### src/rtl/standlight_pkg.sv
// Shared definitions for the stand-light PWM controller.
//
// Contents:
//   BTN_UP / BTN_DN / BTN_OFF  bit positions of the buttons in i_button
//   NUM_BTN                    number of button inputs
//   state_e                    controller state (ST_OFF, ST_ON)
//
// Optional feature macro used by the top level: STANDLIGHT_AUTO_OFF_EN.

package standlight_pkg;

  localparam int unsigned BTN_UP  = 0;
  localparam int unsigned BTN_DN  = 1;
  localparam int unsigned BTN_OFF = 2;
  localparam int unsigned NUM_BTN = 3;

  typedef enum logic {
    ST_OFF = 1'b0,
    ST_ON  = 1'b1
  } state_e;

endpackage

### src/rtl/standlight_btn_sync.sv
// Button conditioning for the stand-light controller.
//
// Each button bit goes through a 2-flop synchroniser followed by a rising-edge
// detector, giving a single-cycle event per press regardless of hold time.
//
// Ports:
//   i_clk      clock
//   i_reset_n  asynchronous active-low reset (clears every flop)
//   i_button   asynchronous active-high buttons (bit0 up, bit1 down, bit2 off)
//   o_event    one-cycle event per rising button edge, valid two edges after
//              the input rises

module standlight_btn_sync
  import standlight_pkg::*;
(
  input  logic               i_clk,
  input  logic               i_reset_n,
  input  logic [NUM_BTN-1:0] i_button,
  output logic [NUM_BTN-1:0] o_event
);

  logic [NUM_BTN-1:0] sync1_q;
  logic [NUM_BTN-1:0] sync2_q;
  logic [NUM_BTN-1:0] prev_q;

  always_ff @(posedge i_clk or negedge i_reset_n) begin
    if (!i_reset_n) begin
      sync1_q <= '0;
      sync2_q <= '0;
      prev_q  <= '0;
    end else begin
      sync1_q <= i_button;
      sync2_q <= sync1_q;
      prev_q  <= sync2_q;
    end
  end

  // Because prev_q resets to 0, a button held through reset yields one event.
  assign o_event = sync2_q & ~prev_q;

endmodule

### src/rtl/standlight_pwm_ctrl.sv
// Stand-light controller: button-driven brightness level with PWM lamp drive.
//
// Buttons step the level between 0 (off) and LEVELS-1; the lamp is driven by a
// free-running PWM whose duty is latched at the start of each period so the
// waveform never changes mid-period.
//
// Parameters:
//   LEVELS   number of levels including off (2..16)
//   PWM_W    PWM counter width; period is 2**PWM_W cycles
//   TIMEOUT  idle cycles in ON before auto-off (>= 2)
//
// Ports:
//   i_clk      clock
//   i_reset_n  asynchronous active-low reset
//   i_button   asynchronous buttons: bit0 up, bit1 down, bit2 off
//   o_level    current level
//   o_pwm      registered lamp drive
//   o_on       high while o_level is non-zero
//
// Build option: define STANDLIGHT_AUTO_OFF_EN to add the idle auto-off timer.

module standlight_pwm_ctrl
  import standlight_pkg::*;
#(
  parameter int unsigned LEVELS  = 5,
  parameter int unsigned PWM_W   = 8,
  parameter int unsigned TIMEOUT = 1_000_000
) (
  input  logic                      i_clk,
  input  logic                      i_reset_n,
  input  logic [NUM_BTN-1:0]        i_button,
  output logic [$clog2(LEVELS)-1:0] o_level,
  output logic                      o_pwm,
  output logic                      o_on
);

  localparam int unsigned LW = $clog2(LEVELS);
  localparam int unsigned DW = PWM_W + 1;
  // Numerator width for level * 2**PWM_W, with one spare bit so the unused
  // upper slice of the quotient is never empty.
  localparam int unsigned NW = PWM_W + LW + 1;
  localparam logic [LW-1:0] LVL_MAX = LW'(LEVELS - 1);
  localparam logic [LW-1:0] LVL_ONE = LW'(1);

  if (LEVELS < 2 || LEVELS > 16 || TIMEOUT < 2) begin : g_bad_param
    $error("standlight_pwm_ctrl: parameter out of range");
  end

  // ---------------------------------------------------------------------------
  // Button events
  // ---------------------------------------------------------------------------
  logic [NUM_BTN-1:0] btn_ev;
  logic ev_up, ev_dn, ev_off;

  standlight_btn_sync u_btn_sync (
    .i_clk    (i_clk),
    .i_reset_n(i_reset_n),
    .i_button (i_button),
    .o_event  (btn_ev)
  );

  assign ev_up  = btn_ev[BTN_UP];
  assign ev_dn  = btn_ev[BTN_DN];
  assign ev_off = btn_ev[BTN_OFF];

  // ---------------------------------------------------------------------------
  // Level FSM (and optional idle timer)
  // ---------------------------------------------------------------------------
  state_e          state_q;
  logic [LW-1:0]   level_q;

`ifdef STANDLIGHT_AUTO_OFF_EN
  localparam int unsigned IW = $clog2(TIMEOUT);
  localparam logic [IW-1:0] IDLE_LAST = IW'(TIMEOUT - 1);

  logic [IW-1:0] idle_q;
  logic          any_ev;
  logic          idle_expired;

  assign any_ev       = |btn_ev;
  assign idle_expired = (idle_q == IDLE_LAST);
`endif

  always_ff @(posedge i_clk or negedge i_reset_n) begin
    if (!i_reset_n) begin
      state_q <= ST_OFF;
      level_q <= '0;
`ifdef STANDLIGHT_AUTO_OFF_EN
      idle_q  <= '0;
`endif
    end else begin
      unique case (state_q)
        ST_OFF: begin
          if (ev_up && !ev_dn && !ev_off) begin
            state_q <= ST_ON;
            level_q <= LVL_ONE;
          end
        end
        ST_ON: begin
          if (ev_off) begin
            state_q <= ST_OFF;
            level_q <= '0;
          end else if (ev_up && !ev_dn) begin
            if (level_q != LVL_MAX) begin
              level_q <= level_q + LVL_ONE;
            end
          end else if (ev_dn && !ev_up) begin
            if (level_q == LVL_ONE) begin
              state_q <= ST_OFF;
              level_q <= '0;
            end else begin
              level_q <= level_q - LVL_ONE;
            end
`ifdef STANDLIGHT_AUTO_OFF_EN
          end else if (!any_ev && idle_expired) begin
            // Any event in the expiry cycle wins and restarts the count.
            state_q <= ST_OFF;
            level_q <= '0;
`endif
          end
        end
      endcase
`ifdef STANDLIGHT_AUTO_OFF_EN
      if (any_ev || state_q == ST_OFF || idle_expired) begin
        idle_q <= '0;
      end else begin
        idle_q <= idle_q + 1'b1;
      end
`endif
    end
  end

  // ---------------------------------------------------------------------------
  // PWM
  // ---------------------------------------------------------------------------
  logic [PWM_W-1:0] cnt_q;
  logic [DW-1:0]    duty_q;
  logic [DW-1:0]    duty_new;
  logic [DW-1:0]    duty_eff;
  logic [NW-1:0]    duty_num;
  logic [NW-1:0]    duty_quot;
  logic [NW-DW-1:0] unused_duty_hi;
  logic             pwm_q;

  // duty = floor(level * 2**PWM_W / (LEVELS-1)); top level yields 2**PWM_W,
  // which needs the extra duty bit to keep the output constantly high.
  assign duty_num       = NW'({level_q, {PWM_W{1'b0}}});
  assign duty_quot      = duty_num / NW'(LEVELS - 1);
  assign duty_new       = duty_quot[DW-1:0];
  assign unused_duty_hi = duty_quot[NW-1:DW];

  // The cycle that starts a period already uses the freshly latched duty.
  assign duty_eff = (cnt_q == '0) ? duty_new : duty_q;

  always_ff @(posedge i_clk or negedge i_reset_n) begin
    if (!i_reset_n) begin
      cnt_q  <= '0;
      duty_q <= '0;
      pwm_q  <= 1'b0;
    end else begin
      cnt_q <= cnt_q + 1'b1;
      if (cnt_q == '0) begin
        duty_q <= duty_new;
      end
      pwm_q <= ({1'b0, cnt_q} < duty_eff);
    end
  end

  assign o_level = level_q;
  assign o_pwm   = pwm_q;
  assign o_on    = (level_q != '0);

endmodule

### config.mk
export PLATFORM = sky130hd
export DESIGN_NAME = standlight_pwm_ctrl
export DESIGN_NICKNAME = d
export VERILOG_FILES = /design/src/rtl/standlight_pkg.sv /design/src/rtl/standlight_btn_sync.sv /design/src/rtl/standlight_pwm_ctrl.sv
export SDC_FILE = /design/constraint.sdc
export NUM_CORES = 1
export LEC_CHECK = 0
export ABC_AREA = 1
export BUFFER_PORTS_ARGS = -buffer_cell sky130_fd_sc_hd__buf_4
export CAP_MARGIN = 10
export CORE_MARGIN = 4
export CORE_UTILIZATION = 53
export DETAILED_ROUTE_END_ITERATION = 8
export GPL_TIMING_DRIVEN = 0
export MAX_ROUTING_LAYER = met4
export PLACE_DENSITY_LB_ADDON = 0.12
export SLEW_MARGIN = 0
export SYNTH_ARGS = -nofsm -noshare
export SYNTH_HDL_FRONTEND = slang
export SYNTH_HIERARCHICAL = 1
export SYNTH_SLANG_ARGS = --single-unit
export TNS_END_PERCENT = 1
### constraint.sdc
create_clock -name i_clk -period 3.8 [get_ports i_clk]
set_input_delay 0.76 -clock i_clk [delete_from_list [all_inputs] [get_ports i_clk]]
set_output_delay 0.76 -clock i_clk [all_outputs]
set_load 0.01 [all_outputs]
==> results of run 1 <==
through the flow:
| step | std cells | total power [mW] | worst slack [ps] |
|---|---|---|---|
| final | 197 | 0.803 | 1650 |
| after global routing | 197 | 0.853 | 1520 |
| after CTS | 197 | 0.813 | 1630 |
| after detailed placement | 189 | 0.540 | 1670 |
| after global placement | 189 | 0.536 | 1730 |
| after floorplan | 150 | 0.475 | 1900 |
area by class of cell:
cell class | instances | area, µm²
buffer | 1 | 11.3
fill | 205 | 903
tap | 30 | 37.5
clock buffer | 6 | 51.3
sequential | 31 | 776
multi-input combinational | 88 | 596
inverter | 30 | 113
clock inverter | 2 | 35.0
timing repair buffer | 9 | 67.6
cells by family after synthesis:
logic type | synth area share (%)
AOI/OAI and AO/OA | 6.78
xor gates and xnor gates | 4.10
adders and majority gates | 12.6
buffers and inverters | 8.28
DFF | 51.9
and+or+nand+nor | 16.4
report_power, final:
part	leakage [nW]	total [mW]	internal, mW	switching (mW)
Clock	0.0482	0.270	0.155	0.115
Combinational	0.461	0.157	0.0686	0.0887
Sequential	0.392	0.375	0.351	0.0246
Total	0.901	0.803	0.575	0.228
synthesized netlist by cell type (all sizes together), types with 5 or more instances:
master	count
dfrtp	31
inv	30
nand2	25
ha	15
nor2	13
nand3	9
o21ai	8
xor2	6
a21oi	5
sequential cells by signal (all words and copies together) (netlist names):
name                count
cnt_q                   8
u_btn_sync/prev_q       3
o_level                 3
state_q                 1
duty_q                  9
o_pwm                   1
u_btn_sync/sync1_q      3
u_btn_sync/sync2_q      3
layer usage:
metal	part of all wire, %	GRT usage, %	up-vias
li1	-	-	497
met5	0	-	-
met3	5.6	6.71	13
met2	46	23.7	26
met1	45	18.1	452
met4	3.5	9.29	0
worst max-delay path by stage:
stage                       end  slack, ps  depth (start not counted)     start
after floorplan           o_pwm       1900                         13  cnt_q[0]
after global placement    o_pwm       1730                         13  cnt_q[0]
after detailed placement  o_pwm       1670                         13  cnt_q[0]
after CTS                 o_pwm       1630                         13  cnt_q[0]
after global routing      o_pwm       1520                         13  cnt_q[0]
final                     o_pwm       1650                         13  cnt_q[0]
critical path, stage by stage, from the launching register on:
cell and delay [ps]:
dfrtp_1 400, inv_1 120, ha_1 190, nand2_2 60
nor2_2 140, nand2_2 70, buf_6 150, o21ai_2 130
inv_1 60, ha_1 300, a21o_1 160, a21oi_1 130
nor2_1 70, a21oi_2 90
==> metrics.cfg, run 1 <==
[placed_design]
buffer_ports.inserted=9
postPlaceCellArea_um2=1600
finalWeightedCongestion=0.859
post-dp-hpwl_mm=1.70

[sta]
hold-worst-slack_ps=328
worst_slew_pin_slew_ps=375
skew_ps=12.9
worst_slew_margin_rel_pct=75.0
hold_violations=0
setup-tns-final_ps=0
grt_setup_unrepaired=false
min_period_ps=2150
drv_slew=0
max_freq_mhz=465
post-route-period-util_pct=56.6
report.final.setup_viol=0

[global_route]
first_global_vias=977
grt_pass1_wl_mm=4.08
antenna_found_initial=0
grt_start_max_net_pins=32
gr-total-overflow=0
global_route.usage.total_pct=16.0

[layout]
finalInstanceArea_um2=1690
layout.cells.most_common=dfrtp_1
insertedDiodeCount=0
final_util_pct=65.1
post_layout_nets=186
post_route_cells_drive_above_1_share_pct=21.0
mostFrequentLayoutCells=dfrtp_1 (31), inv_1 (28), nand2_1 (21)
areaGrowthSynthToFinish_pct=12.8

[clocking]
cts_htree_levels=2
cts_inserted_buffers=5
post_cts.repair.setup_buffers=0
cts_root_buffer=clkbuf_4
clkSlewWorstSetupHoldPaths_ps=110
buffer_levels_on_the_longest_clock_path=2
cts.hold.buffers_added=0
cts-resized-gates=0
tritoncts_clock_tree=yes
worstSkewPairLatency_ps=340
numClockSinks=31

[yosys]
ys.flop_type=dfrtp_1
library_cells_used_by_synthesis=24
synth.ff_latch_count=31
avgSynthCellArea_um2=9.97
synth_sequential_area_ratio_pct=51.9
synth_enable_flop_cells=0
synth_top_area_share_pct=51.9
syn_inst=150
area_of_the_mapped_netlist_um2=1500
ys_warn_count=6
synth.largest_area_cell=dfrtp_1
asyncSetResetFlopFracSynth_pct=100
synthTopCellsByArea=dfrtp_1 (52%), ha_1 (13%), inv_1 (7.0%)
post_syn_nets=170

[critical_path]
reg2regPathDepth=13
cp_data_required_time_ps=4060
r2r-start=cnt_q[0]
regToRegEndpoint=o_pwm
worstPathMaxFanout=10
regToRegSetupSlack_ps=1650
cp.arrival_ps=2410
cp-start-kind=register
critical_path_class=register to register
setup.worst_path.end_class=register

[outcome]
run_status=complete, no violations

[drt]
via_count=988
post-route-drc-count=0
drtIter0Drc=22
routed_via_density=5.02
routed_wirelength_mm=2.33
routed_wire_length_per_instance_um=11.8
number_of_nets_with_antenna_violations_after_routing=0
first_pass_iters=4

[floorplan]
floorplan.initialDensity_pct=57.7
die_h_um=61.1
coreArea_um2=2590
die_width_um=61.1
design.die.area_um2=3740
design.portCount=10
fp-row-count=18

[job]
drv.max_cap_violation_count=0

[pwr]
total_leakage_power_nw=0.901
vdd_ir_drop_max_mv=0.397
pwr_density_cell_nw_per_um2=476

[hold_path]
hold_class=primary input to async pin

(Power assumes the default switching activity.)
==> run 2: changes to the inputs <==
Clock period 3.8 ns to 2.1 ns, I/O delays scaled along.
==> metrics.cfg, run 2 (synthesis gave the netlist of run 1 again) <==
[outcome]
run_status=complete, no violations

[clocking]
worstSkewPairLatency_ps=340
numClockSinks=31
clkSlewWorstSetupHoldPaths_ps=100
buffer_levels_on_the_longest_clock_path=2
tritoncts_clock_tree=yes
cts_inserted_buffers=5
cts_htree_levels=2
cts_root_buffer=clkbuf_4

[placed_design]
place_ws_ps=-26.6
postPlaceCellArea_um2=1600
buffer_ports.inserted=9
post-dp-hpwl_mm=1.70
finalWeightedCongestion=0.859
placed_cells=189

[global_route]
grt_start_max_net_pins=32
antenna_found_initial=0
gr-usage-met3_pct=6.71
global_route.usage.total_pct=16.5
gr-usage-met2_pct=25.2
grt_pass1_wl_mm=4.22
first_global_vias=1011
gr-total-overflow=0
met1_usage_pct=18.2
global_route_hottest_layer=met2

[floorplan]
coreArea_um2=2590
die_width_um=61.1
die_h_um=61.1
design.portCount=10
fp-row-count=18
floorplan.initialDensity_pct=57.7
design.die.area_um2=3740

[sta]
report.final.setup_viol=0
skew_ps=14.2
hold-worst-slack_ps=193
post-route-period-util_pct=96.5
setup-tns-final_ps=0
final.setup.worst_slack_ps=73.7
worst_slew_pin_slew_ps=375
worst_slew_margin_rel_pct=75.0
hold_violations=0
max_freq_mhz=494
min_period_ps=2030
drv_slew=0

[critical_path]
cp_top_family=compound AO/OA/AOI/OAI gates
worstPathMaxFanout=10
cp.arrival_ps=2290
cp-start-kind=register
worstPathCellList=inv_2 > ha_2 > nand2_2 > nor2_4 > nand2_2 > buf_6 > o21ai_2 > inv_1 > ha_4 > a21o_1 > a21oi_2 > nor2_1 > a21oi_2
worstPathBufferInverterCount=3
cp_data_required_time_ps=2360
cp_max_delay_cell=dfrtp_1
critical_path_class=register to register
delay_of_the_slowest_cell_on_the_worst_path_ps=400
setup.worst_path.end_class=register

[drt]
post-route-drc-count=0
drtIter0Drc=25
first_pass_iters=4
routed_wirelength_mm=2.55
via_count=1003
routed_wire_length_per_instance_um=12.6
number_of_nets_with_antenna_violations_after_routing=0
routed_via_density=4.94

[pwr]
pwr_density_cell_nw_per_um2=823
vdd_ir_drop_max_mv=0.718
total_leakage_power_nw=0.929

[layout]
areaGrowthSynthToFinish_pct=17.8
finalInstanceArea_um2=1760
layout.cells.most_common=dfrtp_1
reg.largest.list=duty_q: 9 flops, cnt_q: 8 flops
post_layout_nets=192
post_route_cells_drive_above_1_share_pct=26.0
final-instance-count-excl-fill=203
mostFrequentLayoutCells=dfrtp_1 (31), inv_1 (27), nand2_1 (21)
insertedDiodeCount=0
num-fill-cells=204
max_ffs_per_register=9
registers.top_by_ff_count=duty_q

[hold_path]
hold_class=primary input to register

[job]
drv.max_cap_violation_count=0

==> run 2: what timing repair did <==
action / 4_1_cts / 5_1_grt
hold endpoints to repair: 13 / 0
hold buffers: 1 / 0
resized for setup: 2 / 4
pin swaps: 0 / 0
setup buffers: 2 / 3
endpoints found under the setup margin: 1 / 1
==> run 2: stage by stage <==
stage | util (%) | power (mW)
finish | 68.0 | 1.45
CTS | 66.3 | 1.47
global route | 68.0 | 1.54
floorplan | - | 0.859
detailed placement | 61.8 | 0.978
global placement | 61.8 | 0.969
==> run 2: worst paths after layout <==
kind	from	slack, ps	cells past startpoint	to
setup / recovery	cnt_q[0]	70	13	o_pwm
hold / removal	i_button[2]	190	1	u_btn_sync/sync1_q[2]
setup reg to reg	cnt_q[0]	70	13	o_pwm
hold reg to reg	u_btn_sync/sync1_q[2]	360	0	u_btn_sync/sync2_q[2]
max in group asynchronous	i_reset_n	1280	2	duty_q[2]
min in group asynchronous	i_reset_n	530	2	duty_q[6]
==> run 2: worst reg2reg max path, stage by stage (launching register included) <==
cell	delay, ps
dfrtp_1	400
inv_2	80
ha_2	180
nand2_2	60
nor2_4	120
nand2_2	60
buf_6	150
o21ai_2	150
inv_1	100
ha_4	230
a21o_1	160
a21oi_2	110
nor2_1	60
a21oi_2	90
==> run 2: metal layers <==
layer | wire length (µm) | up-vias | part of all wire (%)
li1 | - | 505 | -
met1 | 1070 | 464 | 42
met2 | 1250 | 23 | 49
met3 | 151 | 11 | 5.9
met4 | 78 | 0 | 3.1
met5 | 0 | - | 0
==> run 2: area by class of cell <==
class                      instances  area (µm²)  area share, %
sequential                        31         776           44.0
clock inverter                     2        35.0           1.99
inverter                          30         113           6.39
buffer                             1        11.3          0.639
timing repair buffer              15         115           6.53
multi-input combinational         88         623           35.4
clock buffer                       6        51.3           2.91
tap                               30        37.5           2.13
==> run 2: power breakdown <==
group          total (mW)  internal (mW)  switching (mW)
Combinational       0.285          0.125           0.159
Clock               0.488          0.281           0.206
Sequential          0.678          0.634          0.0433
Total                1.45           1.04           0.409
